## config.mk

```make
export PLATFORM = sky130hd
export DESIGN_NAME = uart_rx_flat
export DESIGN_NICKNAME = d
export VERILOG_FILES = /design/src/rtl/uart_rx_pkg.sv /design/src/rtl/uart_rx_if.sv /design/src/rtl/uart_baud_tick.sv /design/src/rtl/uart_rx.sv /design/src/flat_wrapper.sv
export SDC_FILE = /design/constraint.sdc
export NUM_CORES = 1
export LEC_CHECK = 0
export ABC_AREA = 1
export CAP_MARGIN = 15
export CORE_MARGIN = 10
export CORE_UTILIZATION = 55
export DETAILED_ROUTE_END_ITERATION = 7
export PLACE_DENSITY = 0.74
export SLEW_MARGIN = 20
export SYNTH_ARGS = -nofsm -noshare
export SYNTH_HDL_FRONTEND = slang
export SYNTH_SLANG_ARGS = --single-unit
```

## constraint.sdc

```tcl
create_clock -name clkin -period 3.5 [get_ports clkin]
set_clock_uncertainty 0.15 [all_clocks]
set_input_delay 1.05 -clock clkin [delete_from_list [all_inputs] [get_ports clkin]]
set_output_delay 1.05 -clock clkin [all_outputs]
set_load 0.05 [all_outputs]
```

## src/rtl/uart_rx_pkg.sv

```systemverilog
// Shared UART definitions: data width, receiver state encodings and the
// baud divider helper used by both the receive and transmit paths.
package uart_rx_pkg;

   localparam int UART_DATA_BITS = 8;

   typedef logic [UART_DATA_BITS-1:0] uart_data_t;

   // Receiver FSM encodings, kept as plain constants so older netlists and
   // the transmitter can share the same codes.
   localparam logic [2:0] ST_IDLE  = 3'd0;
   localparam logic [2:0] ST_START = 3'd1;
   localparam logic [2:0] ST_DATA  = 3'd2;
   localparam logic [2:0] ST_STOP  = 3'd3;
   localparam logic [2:0] ST_BREAK = 3'd4;

   // Clocks per oversample tick; never allowed to drop below one.
   function automatic int unsigned calc_div(input int clk_freq, input int baud,
                                            input int oversample);
      int unsigned d;
      d = int'(clk_freq / (baud * oversample));
      if (d < 1) d = 1;
      return d;
   endfunction

endpackage

```

## src/rtl/uart_rx_if.sv

```systemverilog
// Receiver host-side bundle: serial line in, byte handshake and status out.
interface uart_rx_if;
   import uart_rx_pkg::*;

   logic       rxd;
   logic       rd_ack;
   uart_data_t rx_data;
   logic       rx_valid;
   logic       frame_err;
   logic       overrun;
   logic       busy;

   // Host / line side.
   modport master (
      output rxd,
      output rd_ack,
      input  rx_data,
      input  rx_valid,
      input  frame_err,
      input  overrun,
      input  busy
   );

   // Receiver side.
   modport slave (
      input  rxd,
      input  rd_ack,
      output rx_data,
      output rx_valid,
      output frame_err,
      output overrun,
      output busy
   );

endinterface

```

## src/rtl/uart_baud_tick.sv

```systemverilog
// Oversample tick generator: one-clock tick every DIV clocks.
module uart_baud_tick #(
   parameter int unsigned DIV = 1
) (
   input  logic clkin,
   input  logic rst,
   output logic tick
);

   logic [31:0] cnt;

   assign tick = (cnt == DIV - 1);

   // Free-running 0..DIV-1 counter, wraps on the tick clock.
   always_ff @(posedge clkin) begin
      if (rst) begin
         cnt <= '0;
      end else if (tick) begin
         cnt <= '0;
      end else begin
         cnt <= cnt + 32'd1;
      end
   end

endmodule

```

## src/rtl/uart_rx.sv

```systemverilog
// 8N1 UART receiver with oversampled mid-bit sampling, start-glitch
// rejection, framing-error detection and a valid/ack byte handshake.
//
//   state    | meaning
//   ---------+----------------------------------------------------------
//   IDLE     | line high, waiting for a falling edge
//   START    | confirming the start bit at half a bit time
//   DATA     | sampling 8 data bits, LSB first, one per bit time
//   STOP     | sampling the stop bit; high delivers the byte
//   BREAK    | stop bit was low; wait for the line to return high
module uart_rx
   import uart_rx_pkg::*;
#(
   parameter int CLK_FREQ   = 100000000,
   parameter int BAUD       = 9600,
   parameter int OVERSAMPLE = 16
) (
   input logic     clkin,
   input logic     rst,
   uart_rx_if.slave bus
);

   localparam int unsigned DIV = calc_div(CLK_FREQ, BAUD, OVERSAMPLE);
   localparam int SW = $clog2(OVERSAMPLE);
   localparam int BW = $clog2(UART_DATA_BITS);

   localparam logic [SW-1:0] SCNT_HALF = SW'(OVERSAMPLE / 2 - 1);
   localparam logic [SW-1:0] SCNT_FULL = SW'(OVERSAMPLE - 1);
   localparam logic [BW-1:0] BIT_LAST  = BW'(UART_DATA_BITS - 1);

   logic          tick;
   logic          rxd_m;
   logic          rxd_s;
   logic [2:0]    state;
   logic [SW-1:0] scnt;
   logic [BW-1:0] bidx;
   uart_data_t    shift;
   logic          done;
   logic          frame_err_q;
   logic          overrun_q;
   uart_data_t    rx_data_q;
   logic          rx_valid_q;

   uart_baud_tick #(.DIV(DIV)) u_tick (
      .clkin (clkin),
      .rst   (rst),
      .tick  (tick)
   );

   // Two-flop synchronizer; resets to the idle line level.
   always_ff @(posedge clkin) begin
      if (rst) begin
         rxd_m <= 1'b1;
         rxd_s <= 1'b1;
      end else begin
         rxd_m <= bus.rxd;
         rxd_s <= rxd_m;
      end
   end

   // Frame FSM; advances only on oversample ticks. done/frame_err are
   // single-clock strobes regardless of the tick rate.
   always_ff @(posedge clkin) begin
      if (rst) begin
         state       <= ST_IDLE;
         scnt        <= '0;
         bidx        <= '0;
         shift       <= '0;
         done        <= 1'b0;
         frame_err_q <= 1'b0;
      end else begin
         done        <= 1'b0;
         frame_err_q <= 1'b0;
         if (tick) begin
            case (state)
               ST_IDLE: begin
                  if (!rxd_s) begin
                     state <= ST_START;
                     scnt  <= '0;
                  end
               end
               ST_START: begin
                  if (scnt == SCNT_HALF) begin
                     scnt  <= '0;
                     bidx  <= '0;
                     // A start that has vanished by mid-bit is a glitch.
                     state <= rxd_s ? ST_IDLE : ST_DATA;
                  end else begin
                     scnt <= scnt + 1'b1;
                  end
               end
               ST_DATA: begin
                  if (scnt == SCNT_FULL) begin
                     scnt  <= '0;
                     shift <= {rxd_s, shift[UART_DATA_BITS-1:1]};
                     if (bidx == BIT_LAST) begin
                        state <= ST_STOP;
                     end else begin
                        bidx <= bidx + 1'b1;
                     end
                  end else begin
                     scnt <= scnt + 1'b1;
                  end
               end
               ST_STOP: begin
                  if (scnt == SCNT_FULL) begin
                     scnt <= '0;
                     if (rxd_s) begin
                        done  <= 1'b1;
                        state <= ST_IDLE;
                     end else begin
                        frame_err_q <= 1'b1;
                        state       <= ST_BREAK;
                     end
                  end else begin
                     scnt <= scnt + 1'b1;
                  end
               end
               ST_BREAK: begin
                  if (rxd_s) begin
                     state <= ST_IDLE;
                  end
               end
               default: begin
                  state <= ST_IDLE;
               end
            endcase
         end
      end
   end

   // Output byte and handshake; a completing byte always wins over rd_ack.
   always_ff @(posedge clkin) begin
      if (rst) begin
         rx_data_q  <= '0;
         rx_valid_q <= 1'b0;
         overrun_q  <= 1'b0;
      end else begin
         overrun_q <= 1'b0;
         if (done) begin
            rx_data_q  <= shift;
            rx_valid_q <= 1'b1;
            overrun_q  <= rx_valid_q && !bus.rd_ack;
         end else if (bus.rd_ack) begin
            rx_valid_q <= 1'b0;
         end
      end
   end

   assign bus.rx_data   = rx_data_q;
   assign bus.rx_valid  = rx_valid_q;
   assign bus.frame_err = frame_err_q;
   assign bus.overrun   = overrun_q;
   assign bus.busy      = (state != ST_IDLE);

endmodule
```

## src/flat_wrapper.sv

```systemverilog
// flat-port wrapper written by rule: the top's interface ports become plain ports
module uart_rx_flat import uart_rx_pkg::*;
#(
   parameter int CLK_FREQ   = 100000000,
   parameter int BAUD       = 9600,
   parameter int OVERSAMPLE = 16
)
  (clkin, rst, bus_rxd, bus_rd_ack, bus_rx_data, bus_rx_valid, bus_frame_err, bus_overrun, bus_busy);
  uart_rx_if bus_i ();
  input logic clkin;
  input logic rst;
  input wire logic [$bits(bus_i.rxd)-1:0] bus_rxd;
  input wire logic [$bits(bus_i.rd_ack)-1:0] bus_rd_ack;
  output wire logic [$bits(bus_i.rx_data)-1:0] bus_rx_data;
  output wire logic [$bits(bus_i.rx_valid)-1:0] bus_rx_valid;
  output wire logic [$bits(bus_i.frame_err)-1:0] bus_frame_err;
  output wire logic [$bits(bus_i.overrun)-1:0] bus_overrun;
  output wire logic [$bits(bus_i.busy)-1:0] bus_busy;
  assign bus_i.rxd = bus_rxd;
  assign bus_i.rd_ack = bus_rd_ack;
  assign bus_rx_data = bus_i.rx_data;
  assign bus_rx_valid = bus_i.rx_valid;
  assign bus_frame_err = bus_i.frame_err;
  assign bus_overrun = bus_i.overrun;
  assign bus_busy = bus_i.busy;
  uart_rx #(.CLK_FREQ(CLK_FREQ), .BAUD(BAUD), .OVERSAMPLE(OVERSAMPLE)) u_core (.clkin(clkin), .rst(rst), .bus(bus_i));
endmodule
```

[After elaboration in Yosys (flattened, before gate mapping)]
Cells that the tools add are included.
Word-level totals
  input bits: 4
  bits in registers: 64
  RAM bits: 0
  output and inout bits: 12
  word-level logic and storage cells: 70
  latch bits: 0
  memories kept: 0
  ROM bits: 0
Cells by class
  mux-type cells: 21
  divide/modulo/power cells: 0
  $add $sub $neg: 3
  bitwise gates (word level): 4
  reductions and logical operators: 15
  equal/unequal tests: 15
  $mul: 0
  order comparisons: 0
  shift operators: 0
Operators with widths (count)
  32-bit by 1-bit adder with 32-bit output (second input constant): 1
  32-bit by 10-bit equality test with 1-bit output (second input constant): 1
  3-bit 2-to-1 mux: 10
  3-bit case mux with 5 select lines: 1
  4-bit 2-to-1 mux: 3
  4-bit case mux with 3 select lines: 1
  2-bit by 1-bit != test with 1-bit output (second input constant): 5
  7-bit AND reduction: 1
  3-bit by 2-bit equality test with 1-bit output (second input constant): 2
  3-bit equality test (second input constant): 2
  3-bit case mux with 2 select lines: 1
  3-bit AND reduction: 2
  3-bit nonzero test: 2
  2-bit OR reduction: 3
  5-bit AND reduction: 1
  4-bit by 1-bit adder with 4-bit output (second input constant): 1
  4-bit by 3-bit equality test with 1-bit output (second input constant): 1
  4-bit equality test (second input constant): 1
  1-bit 2-to-1 mux: 4
  2-bit != test (second input constant): 2
  1-bit inverter: 4
  2-bit nonzero test: 2
  4-bit OR reduction: 1
  3-bit by 1-bit adder with 3-bit output (second input constant): 1
  5 further kinds: 5

[Depth between registers and ports, before layout]
  depth in word-level cells: 4
  gate-level depth with buffers: 11
  gate-level depth less buffers: 11

[By module]
From an unflattened synthesis, not the netlist that was laid out.
Second synthesis, totals
  cell total of the unflattened synthesis: 484
  area total of the unflattened synthesis: 3266.9 sq um
By module, submodules not included
  uart_baud_tick: sequential area each 640.6 sq um, times used 1, area an instance 1878.1 sq um, cells each 296
  uart_rx: sequential area each 640.6 sq um, times used 1, area an instance 1388.8 sq um, cells each 188

[Worst setup path after synthesis]
Ideal clock, no wire load.
  path kind: reg-to-output
  start point: register u_core.state[0]
  end point: output bus_busy
  arrival time: 0.875 ns
  buffers on the path: 0
  cell stages (with the launch flop): 3
  data required time: 2.300 ns
  setup slack: 1.425 ns
  path through: dfxtp_1 > nor2_1 > nand2_1
Between the ends
  cells in the longest elaborated chain, start to end: 1
Ends and longest elaborated chain
  start: declaration: line uart_rx.sv:34  | logic [2:0] state;
  start signal: assignment: line uart_rx.sv:87  | state <= rxd_s ? ST_IDLE : ST_DATA;
  3-bit nonzero test: line uart_rx.sv:154  | assign bus.busy = (state != ST_IDLE);
  end: declaration: line flat_wrapper.sv:18  | output wire logic [$bits(bus_i.busy)-1:0] bus_busy;
No other way between the ends.

[Final worst setup path]
Ends and elaborated chain as after synthesis.

==> out/results.env <==
CTS_RESIZED=0
CTS-ROOT-TO-SINK-BUFFERS=2
START_UTIL_PCT=56.1
SYNTHESIS.AREA_PER_INSTANCE_SQ_UM=6.54
P_LEAK_uW=0.00138
CRIT_REQUIRED_NS=2.30
POST-LAYOUT-TOTAL-POWER_uW=1560
DETAIL_ROUTE.WIRELENGTH_MICRONS=7800
PLACEMENTROWS=28
DRC_ERRORS_LEFT=0
NUM-FILL-CELLS=539
CRITICAL_PATH.SLOWEST_CELL='clkdlybuf4s50_1'
FINAL.PERIOD_UTILIZATION_PCT=86.4
GRT_MAX_DEGREE=32
DRT-WIRELENGTH-PER-CELL_MICRONS=12.9
CRITICAL_PATH_CELL_COUNT=3
RSZ0062_AT_GRT='false'
POWER.CLOCK.FRACTION_PCT=50.8
WORSTMARGINPINSLEW_NS=0.705
FINAL_COMMON_CELL='nand2_1'
WORST_PATH_LARGEST_CELL_DELAY_NS=0.71
TIMING.CRITICAL_PATH.CELLS='nor2_1 > nand2_1 > clkdlybuf4s50_1'
ANTENNA_FOUND_INITIAL=0
HOLDWS_NS=0.264
RUN_STATUS='complete, no violations'
REG2REG_TO='u_core.u_tick.cnt[19]$_SDFF_PP0_'
CRIT-REG2REG-LAUNCH='u_core.u_tick.cnt[0]$_SDFF_PP0_'
CRITICAL_PATH.STARTPOINT_TYPE='flop'
FLOW.AREA_GROWTH_FROM_SYNTHESIS_PCT=14.0
HOLD_BUFS_AT_CTS=0
SETUP_SLACK_NS=0.477
TIMING.FMAX_MHz=331
VIAS_PER_CELL=5.32
PLACE_WS_NS=0.878
SYNTHDISTINCTLIBCELLS=27
REG2REG_DEPTH=10
MOST_FREQUENT_CELLS_IN_THE_LAYOUT='nand2_1 (124), nor2_1 (108), dfxtp_1 (64)'
PSW_uW=342
CRITPATHCAPTURETYPE='primary output'
CRITPATHARRIVALTIME_NS=1.82
PLACE_CONGESTION=0.960
CTS_MAX_LEVEL=3
GR-USAGE-MET3_PCT=4.77
CP-STARTPOINT='u_core.state[0]$_SDFFE_PP0P_'
GRT_MOST_USED_LAYER='met2'
TOTAL_OF_BUFFERS_PLACED_ON_INPUT_AND_OUTPUT_PORTS=15
FIRSTDRTPASSITERS=5
MAX_CAPACITANCE_VIOLATION_TOTAL=0
GLOBAL_ROUTE.USAGE.MET2_PCT=24.4
WORST_PATH_MAX_FANOUT=5
HOLD_CLASS='reg -> reg'
ROUTE.ANTENNA.REMAINING_NETS=0
FINAL-MAX-SLEW-VIOLATION-COUNT=0
TIMING.SLEW.HEADROOM_PCT=52.6
CRITICAL_PATH.TOP_DELAY_FAMILY='buffers and inverters'
P_PER_AREA_nW_PER_UM2=416
DPL-INSTANCE-AREA_SQ_UM=3500
FINAL_DESIGN_AREA_NO_FILL_SQ_UM=3740
GR-USAGE-ALL-LAYERS_PCT=16.6
SYN-INSTANCE-COUNT=502
DRT_ITER0_MARKERS=267
SYN-NUM-NETS=511
YOSYS_REGISTER_BITS=64
COMBINATIONALPOWERSHARE_PCT=1.9
FINAL_SETUP_VIOLATION_COUNT=0
TRITONCTS_NUM_SINKS=64
NUMBER_OF_GLOBAL_ROUTE_VIAS_BEFORE_REPAIR=2893
CLKSLEWWORSTSETUPHOLDPATHS_NS=0.07
SETUP.WORST_PATH.CLASS='reg -> out'
CELLINTERNALPOWER_uW=1220
BOUNDARYPINS=16
CLOCK_INSERTION_DELAY_WORST_SKEW_NS=0.36
YS_SEQ_AREA_SHARE_PCT=39.0
VIA_COUNT=3208
GRT_PASS1_WL_MICRONS=13400
SEQUENTIALPOWERSHARE_PCT=47.3
TRITONCTS='yes'
INSERTED_CLOCK_BUFFERS=9
COREAREA_SQ_UM=5850
DETAILED_PLACE_HPWL_MICRONS=5620
DIE_WIDTH_MICRONS=97.2
DIE-AREA_SQ_UM=9460
POSTCTSSETUPREPAIRBUFS=0
SWITCHING_SHARE_PCT=21.9
DIODES=0
PATH_BUF_INV=1
FINALNETCOUNT=532
TIMING.CRITICAL_PATH.TO='bus_busy'
TIMING.SETUP.TNS_NS=0
R2R_SETUP_SLACK_NS=1.39
POWER.IR.VDD_WORST_mV=0.300
ENDPOINTS_FAILING_HOLD=0
FP.DIEH_MICRONS=97.2
GROUTE.LAYER.MET1.USAGE_PCT=22.2
YOSYSWARNINGS=0
CTSROOTBUFFERMASTER='clkbuf_8'
CELL_AREA_AFTER_TECHNOLOGY_MAPPING_SQ_UM=3280
FINAL_LAYOUT_SIZE_SUFFIX_GT1_SHARE_PCT=6.25
FINALCRITICALPERIOD_NS=3.02
GRT_REMAINING_OVERFLOW=0
-- worst register-to-register path, delay by kind of cell (launching register included) --
kind | cells | cell delay, ns
simple gates | 6 | 0.83
buf+inv | 3 | 0.47
flops | 1 | 0.38
fa+ha+maj | 1 | 0.17
-- logic make-up (layout without fill, tap and decap cells) --
family	count (synthesis)	count (layout)	share of synthesized area [%]
buffers and inverters	58	84	7.09
AOI/OAI and AO/OA	48	48	7.36
DFF	64	64	39.0
and+or+nand+nor	317	317	41.9
adders and majority gates	5	5	1.91
xor gates and xnor gates	10	10	2.67
-- sequential cells by signal (all words and copies together) (netlist names) --
name                  count
u_core.scnt               4
u_core.rxd_s              1
u_core.bidx               3
u_core.shift              8
u_core.bus.rx_data        8
u_core.rxd_m              1
u_core.bus.overrun        1
u_core.u_tick.cnt        32
u_core.state              3
u_core.bus.rx_valid       1
u_core.done               1
u_core.bus.frame_err      1
-- power by group through the flow --
stage | sequential, uW | clock [uW] | combinational, uW
after global routing | 738 | 826 | 33.7
after floorplan | 752 | 0 | 21.6
final | 737 | 791 | 29.0
after global placement | 754 | 0 | 29.3
after detailed placement | 754 | 0 | 29.2
after CTS | 737 | 795 | 29.4
-- layout make-up --
type / instances / area, sq um / share of cell area, %
inverter: 51 / 191 / 5.12
multi-input combinational: 380 / 1770 / 47.2
tap: 75 / 93.8 / 2.51
clock buffer: 9 / 124 / 3.31
sequential: 64 / 1280 / 34.2
timing repair buffer: 17 / 165 / 4.41
clock inverter: 7 / 119 / 3.18
-- worst min path at each step --
stage               depth (start not counted)                    start  slack (ns)                      end
floorplan                                   1  u_core.rxd_m$_SDFF_PP1_        0.24  u_core.rxd_s$_SDFF_PP1_
global route                                1  u_core.rxd_m$_SDFF_PP1_        0.29  u_core.rxd_s$_SDFF_PP1_
CTS                                         1  u_core.rxd_m$_SDFF_PP1_        0.27  u_core.rxd_s$_SDFF_PP1_
finish                                      1  u_core.rxd_m$_SDFF_PP1_        0.26  u_core.rxd_s$_SDFF_PP1_
global placement                            1  u_core.rxd_m$_SDFF_PP1_        0.24  u_core.rxd_s$_SDFF_PP1_
detailed placement                          1  u_core.rxd_m$_SDFF_PP1_        0.25  u_core.rxd_s$_SDFF_PP1_
-- synth_stat cells, drive strengths merged --
library cell,instances,share of area (%)
xor2,5,1.3
buf,4,0.92
o21ai,15,2.3
and3,2,0.38
nand3b,4,0.92
ha,5,1.9
a31oi,1,0.19
nor3b,4,1.1
nor4,1,0.19
clkinv,1,0.11
clkbuf,3,0.34
dfxtp,64,39
or2,4,0.76
nand3,36,5.5
nor3,17,2.7
a21oi,32,4.9
nand4,7,1.3
nor2,116,14
nand2,126,15
inv,50,5.7
xnor2,5,1.3
-- metal layers --
layer	wire length [microns]	part of all wire [%]
met5	0	0
met4	152	1.9
met3	560	7.2
met2	3290	42
met1	3790	49
-- metrics by stage --
| step | cells | utilization [%] |
|---|---|---|
| 2_1_floorplan | 502 | - |
| 3_3_place_gp | 587 | 59.8 |
| 3_5_place_dp | 587 | 59.8 |
| 4_1_cts | 603 | 64.0 |
| 5_1_grt | 603 | 64.0 |
| 6_report | 603 | 64.0 |
(Power assumes the default switching activity.)
